`config.mk`:
```
export PLATFORM = sky130hd
export DESIGN_NAME = pipe_hazard_ctrl
export DESIGN_NICKNAME = d
export VERILOG_FILES = /design/src/rtl/pipe_ctrl_pkg.sv /design/src/rtl/loaduse_detect.sv /design/src/rtl/pipe_hazard_ctrl.sv
export SDC_FILE = /design/constraint.sdc
export NUM_CORES = 1
export LEC_CHECK = 0
export CAP_MARGIN = 40
export CORE_MARGIN = 5
export CORE_UTILIZATION = 42
export CTS_BUF_LIST = sky130_fd_sc_hd__clkbuf_8
export DETAILED_ROUTE_END_ITERATION = 6
export PLACE_DENSITY = 0.78
export SYNTH_ARGS = -nofsm -noshare
export SYNTH_HDL_FRONTEND = slang
export SYNTH_SLANG_ARGS = --single-unit
```
`constraint.sdc`:
```
create_clock -name clk -period 2.1 [get_ports clk]
set_clock_uncertainty 0.15 [all_clocks]
set_input_delay 0.42 -clock clk [delete_from_list [all_inputs] [get_ports clk]]
set_output_delay 0.42 -clock clk [all_outputs]
set_load 0.01 [all_outputs]
```
`src/rtl/pipe_ctrl_pkg.sv`:
```
// rtl/pipe_ctrl_pkg.sv - shared state encodings and limits for the pipeline hazard controller
package pipe_ctrl_pkg;

    typedef enum logic [1:0] {
        RUN     = 2'd0,
        MEMWAIT = 2'd1,
        HALT    = 2'd2,
        ERR     = 2'd3
    } ctrl_state_e;

    localparam int WAIT_MAX_DEFAULT = 255;

endpackage

```
`src/rtl/loaduse_detect.sv`:
```
// rtl/loaduse_detect.sv - flags an ID-stage source that depends on a load still in EX
module loaduse_detect (
    input  logic       mem2reg,
    input  logic       rf_wen,
    input  logic [3:0] waddr,
    input  logic [3:0] rs1,
    input  logic [3:0] rs2,
    input  logic       use_rs1,
    input  logic       use_rs2,
    output logic       loaduse
);

    logic hit_rs1;
    logic hit_rs2;

    assign hit_rs1 = use_rs1 & (rs1 == waddr);
    assign hit_rs2 = use_rs2 & (rs2 == waddr);

    // r0 is hardwired zero, so a load targeting it never creates a dependency
    assign loaduse = mem2reg & rf_wen & (waddr != 4'd0) & (hit_rs1 | hit_rs2);

endmodule

```
`src/rtl/pipe_hazard_ctrl.sv`:
```
// rtl/pipe_hazard_ctrl.sv - stall, flush and bubble control for a five-stage pipeline
module pipe_hazard_ctrl
    import pipe_ctrl_pkg::*;
#(
    parameter int WAIT_MAX = WAIT_MAX_DEFAULT
) (
    input  logic        clk,
    input  logic        rst,
    input  logic [3:0]  ifid_rs1,
    input  logic [3:0]  ifid_rs2,
    input  logic        ifid_use_rs1,
    input  logic        ifid_use_rs2,
    input  logic        idex_mem2reg,
    input  logic        idex_rf_wen,
    input  logic [3:0]  idex_rf_waddr,
    input  logic        br_taken_ex,
    input  logic        jal_ex,
    input  logic        dmem_req,
    input  logic        dmem_ack,
    input  logic        halt_req,
    input  logic        resume,
    output logic        stall_pc,
    output logic        stall_ifid,
    output logic        stall_idex,
    output logic        stall_exmem,
    output logic        flush_ifid,
    output logic        flush_idex,
    output logic        bubble_memwb,
    output logic        nop_lw,
    output logic [1:0]  state,
    output logic        err,
    output logic [15:0] stall_cnt
);

    localparam int WCW = $clog2(WAIT_MAX + 1);

    ctrl_state_e    state_q;
    logic [WCW-1:0] wait_cnt;
    logic           loaduse;
    logic           mem_wait;
    logic           hold;
    logic           xfer_flush;
    logic           lu_bubble;

    loaduse_detect u_loaduse (
        .mem2reg (idex_mem2reg),
        .rf_wen  (idex_rf_wen),
        .waddr   (idex_rf_waddr),
        .rs1     (ifid_rs1),
        .rs2     (ifid_rs2),
        .use_rs1 (ifid_use_rs1),
        .use_rs2 (ifid_use_rs2),
        .loaduse (loaduse)
    );

    assign mem_wait = dmem_req & ~dmem_ack;

    // Outputs follow the current state with no register delay; reset masks them all
    always_comb begin
        hold       = 1'b0;
        xfer_flush = 1'b0;
        lu_bubble  = 1'b0;
        if (!rst) begin
            case (state_q)
                RUN: begin
                    if (mem_wait) begin
                        hold = 1'b1;
                    end else if (!halt_req) begin
                        if (br_taken_ex | jal_ex) begin
                            xfer_flush = 1'b1;
                        end else if (loaduse) begin
                            lu_bubble = 1'b1;
                        end
                    end
                end
                MEMWAIT: hold = ~dmem_ack;
                default: hold = 1'b1;
            endcase
        end
    end

    assign stall_pc     = hold | lu_bubble;
    assign stall_ifid   = hold | lu_bubble;
    assign stall_idex   = hold;
    assign stall_exmem  = hold;
    assign bubble_memwb = hold;
    assign flush_ifid   = xfer_flush;
    assign flush_idex   = xfer_flush | lu_bubble;
    assign nop_lw       = lu_bubble;
    assign state        = state_q;
    assign err          = (state_q == ERR);

    always_ff @(posedge clk or posedge rst) begin
        if (rst) begin
            state_q   <= RUN;
            wait_cnt  <= '0;
            stall_cnt <= 16'd0;
        end else begin
            if (stall_pc && stall_cnt != 16'hFFFF) begin
                stall_cnt <= stall_cnt + 16'd1;
            end
            case (state_q)
                RUN: begin
                    if (mem_wait) begin
                        state_q  <= MEMWAIT;
                        wait_cnt <= WCW'(1);
                    end else if (halt_req) begin
                        state_q <= HALT;
                    end
                end
                MEMWAIT: begin
                    // An ack arriving on the last allowed cycle still completes normally
                    if (dmem_ack) begin
                        state_q  <= RUN;
                        wait_cnt <= '0;
                    end else if (wait_cnt >= WCW'(WAIT_MAX)) begin
                        state_q <= ERR;
                    end else begin
                        wait_cnt <= wait_cnt + 1'b1;
                    end
                end
                HALT: begin
                    if (resume) begin
                        state_q <= RUN;
                    end
                end
                default: state_q <= ERR;
            endcase
        end
    end

endmodule

```
### Word level (Yosys, flattened, before mapping)

Cells that the tools add are included.

| operators by class | value |
|---|---|
| magnitude comparators | 1 |
| equal/unequal tests | 11 |
| mux-type cells | 24 |
| add/sub/neg operators | 2 |
| reduce and logical (&&, ||, !) cells | 6 |
| bitwise gates (word level) | 11 |

Operator list:

| operator | number |
|---|---|
| 2-to-1 mux 8 bit | 3 |
| adder 16 x 1 -> 16 bit, second input constant | 1 |
| inequality test 16 bit, second input constant | 1 |
| one-hot mux 8 bit (2 select lines) | 1 |
| 2-to-1 mux 1 bit | 13 |
| 2-to-1 mux 2 bit | 5 |
| inequality test 3 bit, second input constant | 3 |
| adder 8 x 1 -> 8 bit, second input constant | 1 |
| equality test 4 bit | 2 |
| >= comparator 8 bit, second input constant | 1 |
| bitwise AND 1 bit | 6 |
| one-hot mux 2 bit (3 select lines) | 1 |
| AND reduction 3 bit | 2 |
| equality test 2 bit, second input constant | 2 |
| inequality test 2 bit, second input constant | 2 |
| bitwise OR 1 bit | 4 |
| nonzero test 4 bit | 1 |
| equality test 2 x 1 -> 1 bit, second input constant | 1 |
| logical NOT 2 bit | 1 |
| one-hot mux 1 bit (2 select lines) | 1 |
| nonzero test 2 bit | 1 |
| logical AND 1 bit | 1 |
| NOT 1 bit | 1 |

| word-level totals | value |
|---|---|
| bits in registers | 26 |
| word-level logic and storage cells | 58 |

### Longest topological paths before layout

| depth | value |
|---|---|
| depth after elaboration | 12 |
| gate-level depth with buffers | 9 |
| mapped depth without buffers | 8 |

### By module

A second synthesis with hierarchy kept.

| second synthesis, totals | value |
|---|---|
| cell total of the unflattened synthesis | 168 |
| area, all modules | 1614.0 sq um |

Modules (own cells, without submodules):

| module | area each (sq um) | cells an instance | times used |
|---|---|---|---|
| pipe_hazard_ctrl | 1506.4 | 153 | 1 |
| loaduse_detect | 107.6 | 15 | 1 |

### Worst setup path after synthesis

OpenSTA, ideal clock, no wires.

| path | value |
|---|---|
| path kind | input port to flip-flop |
| start | input rst |
| end | register stall_cnt[7] |
| path slack | -0.204 ns |
| cell stages on the path | 6 |
| data arrival time | 2.075 ns |
| cells stage by stage | inv_1 o21ai_0 a21o_1 buf_6 nor3_2 xor2_1 |

| on the way | value |
|---|---|
| cells in the longest elaborated chain, start to end | 3 |
| elaborated cells on any way between the ends | 4 |

RTL lines:

| element | line | source |
|---|---|---|
| from (decl) | pipe_hazard_ctrl.sv:8 | `input logic rst,` |
| 2-to-1 mux 1 bit | pipe_hazard_ctrl.sv:63 | `if (!rst) begin` |
| bitwise OR 1 bit * | pipe_hazard_ctrl.sv:82 | `assign stall_pc = hold \| lu_bubble;` |
| logical AND 1 bit * | pipe_hazard_ctrl.sv:99 | `if (stall_pc && stall_cnt != 16'hFFFF) begin` |
| to (signal assigned) | pipe_hazard_ctrl.sv:100 | `stall_cnt <= stall_cnt + 16'd1;` |
| to (decl) | pipe_hazard_ctrl.sv:32 | `output logic [15:0] stall_cnt` |

Every way passes the cells marked *; elsewhere a longest branch is shown, timed or not.
A chain may end at the register's enable or synchronous reset.

### Worst setup path in the final report

| path | value |
|---|---|
| start | input idex_rf_waddr[0] |
| end | output flush_idex |

| on the way | value |
|---|---|
| cells in the longest elaborated chain, start to end | 11 |
| elaborated cells on any way between the ends | 15 |

RTL lines:

| element | line | source |
|---|---|---|
| from (decl) | pipe_hazard_ctrl.sv:15 | `input logic [3:0] idex_rf_waddr,` |
| equality test 4 bit, on equally long branches | loaduse_detect.sv:16, loaduse_detect.sv:17 |  |
| bitwise AND 1 bit, on equally long branches | loaduse_detect.sv:16, loaduse_detect.sv:17 |  |
| bitwise OR 1 bit | loaduse_detect.sv:20 | `assign loaduse = mem2reg & rf_wen & (waddr != 4'd0) & (hit_rs1 \| hit_rs2);` |
| bitwise AND 1 bit * | loaduse_detect.sv:20 |  |
| 2-to-1 mux 1 bit * | pipe_hazard_ctrl.sv:71 | `end else if (loaduse) begin` |
| 2-to-1 mux 1 bit * | pipe_hazard_ctrl.sv:69 | `if (br_taken_ex \| jal_ex) begin` |
| 2-to-1 mux 1 bit * | pipe_hazard_ctrl.sv:68 | `end else if (!halt_req) begin` |
| 2-to-1 mux 1 bit * | pipe_hazard_ctrl.sv:66 | `if (mem_wait) begin` |
| 2-to-1 mux 1 bit * | pipe_hazard_ctrl.sv:64 | `case (state_q)` |
| 2-to-1 mux 1 bit * | pipe_hazard_ctrl.sv:63 |  |
| bitwise OR 1 bit * | pipe_hazard_ctrl.sv:88 | `assign flush_idex = xfer_flush \| lu_bubble;` |
| to (decl) | pipe_hazard_ctrl.sv:27 | `output logic flush_idex,` |

Marks and branches as above.

==> flow_metrics.env <==
export IMPL_crit_path_start="idex_rf_waddr[0]"
export IMPL_cts_tree="yes"
export IMPL_routed_via_density=4.99
export IMPL_period_needed_ns=2.05
export IMPL_drive_above_1_share=0.326
export IMPL_cts_sinks=26
export IMPL_syn_inst=157
export IMPL_r2r_end="stall_cnt[13]$_DFFE_PP0P_"
export IMPL_die_x_microns=69.9
export IMPL_cts_clk_slew_worst_paths_ns=0.09
export IMPL_cts_buffer_depth=2
export IMPL_grt_pass1_vias=1468
export IMPL_path_max_fanout=4
export IMPL_ys_seq_elements=26
export IMPL_fin_crit_sh=0.977
export IMPL_worstSetupStartpointType="input port"
export IMPL_nets=260
export IMPL_chipHeight_microns=69.9
export IMPL_dp_cells=270
export IMPL_dpl_hpwl_mm=2.98
export IMPL_fmax_mhz=487
export IMPL_p_leak_nw=1.09
export IMPL_reg2reg_from="stall_cnt[11]$_DFFE_PP0P_"
export IMPL_setup_viol=0
export IMPL_fin_cells=279
export IMPL_gr_usage_all_layers=0.175
export IMPL_synth_ff_type="dfrtp_1"
export IMPL_maxCapViolCount=0
export IMPL_n_antenna_cell=0
export IMPL_core_area_sq_um=3420
export IMPL_io_buffer_count=50
export IMPL_finalWeightedCongestion=0.921
export IMPL_r2r_setup_slack_ns=0.15
export IMPL_wl_mm=4.04
export IMPL_netlist_area_sq_um=1510
export IMPL_initial_utilization=0.441
export IMPL_synthTopCellsByArea="dfrtp_1 (43%), xor2_1 (9.3%), xnor2_1 (6.4%)"
export IMPL_crit_arrival_ns=1.48
export IMPL_layout_setup_ws_ns=0.0476
export IMPL_synth_fp_nets=183
export IMPL_setup_worst_path_end_class="primary output"
export IMPL_cts_hold_buf=0
export IMPL_synth_area_per_cell_sq_um=9.60
export IMPL_fill_cells=274
export IMPL_holdWs_ns=0.109
export IMPL_synth_distinct_cells=33
export IMPL_maxSlewViolCount=0
export IMPL_ys_seq_area_frac=0.432
export IMPL_vias=1391
export IMPL_cp_required_ns=1.53
export IMPL_synth_common_cells="dfrtp_1 (26), nor2_1 (19), nand2_1 (18), xor2_1 (16)"
export IMPL_seq_area_sq_um=651
export IMPL_synth_edff_count=0
export IMPL_fin_setup_tns_ns=0
export IMPL_die_area_sq_um=4890
export IMPL_worstRegToRegCells=6
export IMPL_synth_most_common_cell="dfrtp_1"
export IMPL_cts_made_buffers=3
export IMPL_antenna_left=0
export IMPL_antenna_found_initial=0
export IMPL_wl_per_cell_microns=14.5
export IMPL_async_flop_share=1.00
export IMPL_relSlewSlack=0.779
export IMPL_multi_input_area_sq_um=911
export IMPL_min_path_type="input port to asynchronous set/reset pin"
export IMPL_synth_area_leader_cell="dfrtp_1"
export IMPL_critPathKind="input port to primary output"
export IMPL_drc=0
export IMPL_hold_violations=0
export IMPL_cts_max_level=1
export IMPL_pwr_density_cell_nw_per_um2=884
export IMPL_ir_drop_mv=0.462
export IMPL_rsz0062_at_grt="yes"
export IMPL_cts_root_buf="clkbuf_8"
export IMPL_yosysWarnings=0
export IMPL_rows=21
export IMPL_grt_max_degree=27
export IMPL_pin_count=51
export IMPL_syn_to_final_growth_pct=56.1
export IMPL_drt_iter0_drc=37
export IMPL_dp_slack_ns=-0.665
export IMPL_synth_top_area_frac=0.432
export IMPL_outcome="finished clean"
export IMPL_worst_pin_slew_ns=0.329
export IMPL_first_pass_iters=4
export IMPL_grt_pass1_wl_mm=6.98
export IMPL_gr_total_overflow=0
export IMPL_clk_latency_ns=0.27
-- placed cells by master (no fill, tap or decap), drive strengths merged --
cell	count
a21o	1
a21oi	5
a31oi	1
a32oi	1
a41oi	1
and3	7
and3b	1
and4	1
buf	34
clkbuf	6
clkdlybuf4s15	8
clkdlybuf4s50	19
clkinvlp	1
dfrtp	26
dlygate4sd2	14
ha	2
inv	5
mux2i	1
nand2	18
nand2b	1
nand3	12
nand4	2
nor2	19
nor3	10
nor4	3
o21ai	6
or2	1
xnor2	11
xor2	16
-- state kept, by name (all words and copies together) (netlist names) --
register   cells
wait_cnt       8
state          2
stall_cnt     16
-- cells by family (layout without fill, tap and decap cells) --
group	count (synthesis)	in the layout	share of synthesized area
adders and majority gates	2	2	0.0166
and+or+nand+nor	75	75	0.281
AOI/OAI and AO/OA	15	15	0.0622
DFF	26	26	0.432
buffers and inverters	11	87	0.0448
muxes	1	1	0.00664
xor gates and xnor gates	27	27	0.157
-- through the flow --
stage          utilization  instance area (sq um)  power [mW]
2_1_floorplan            -                   1510        1.20
3_3_place_gp         0.641                   2190        1.66
3_5_place_dp         0.641                   2190        1.70
4_1_cts              0.684                   2340        2.07
5_1_grt              0.689                   2350        2.23
6_report             0.689                   2350        2.08
-- area by class of cell --
class | count | area share
multi-input cells | 120 | 0.387
repair buffers | 77 | 0.278
flip-flops and latches | 26 | 0.276
well taps | 46 | 0.0245
clock buffers | 4 | 0.0234
inverters | 6 | 0.0112
-- power by group --
| part | total (mW) | internal (mW) | switching, mW |
|---|---|---|---|
| Combinational | 1.02 | 0.536 | 0.482 |
| Clock | 0.326 | 0.168 | 0.159 |
| Sequential | 0.736 | 0.617 | 0.118 |
-- how the worst max path moves through the flow --
stage / slack, ns / endpoint
finish: 0.05 / flush_idex
global route: -0.03 / flush_idex
CTS: 0.002 / stall_pc
detailed placement: -0.67 / flush_idex
global placement: -0.60 / flush_idex
floorplan: 0.02 / stall_pc
-- layer usage --
layer / routed length [microns] / vias to the layer above / global-route usage
met5: 0 / - / 0
met4: 55 / 0 / 0.0489
met3: 182 / 4 / 0.0445
met2: 2050 / 40 / 0.306
met1: 1750 / 667 / 0.211
li1: - / 680 / -
-- critical path, cell delays in order --
cell	delay, ns
clkdlybuf4s15_2	0.24
xor2_1	0.20
nor4_2	0.28
o21ai_2	0.11
o21ai_1	0.08
buf_2	0.14
-- what timing repair did --
item / in CTS / in global routing
setup endpoints to repair: 27 / 14
pin swaps: 12 / 7
setup buffers: 5 / 0
gates resized for setup: 84 / 13
gates cloned: 0 / 0
(Power assumes the default switching activity.)
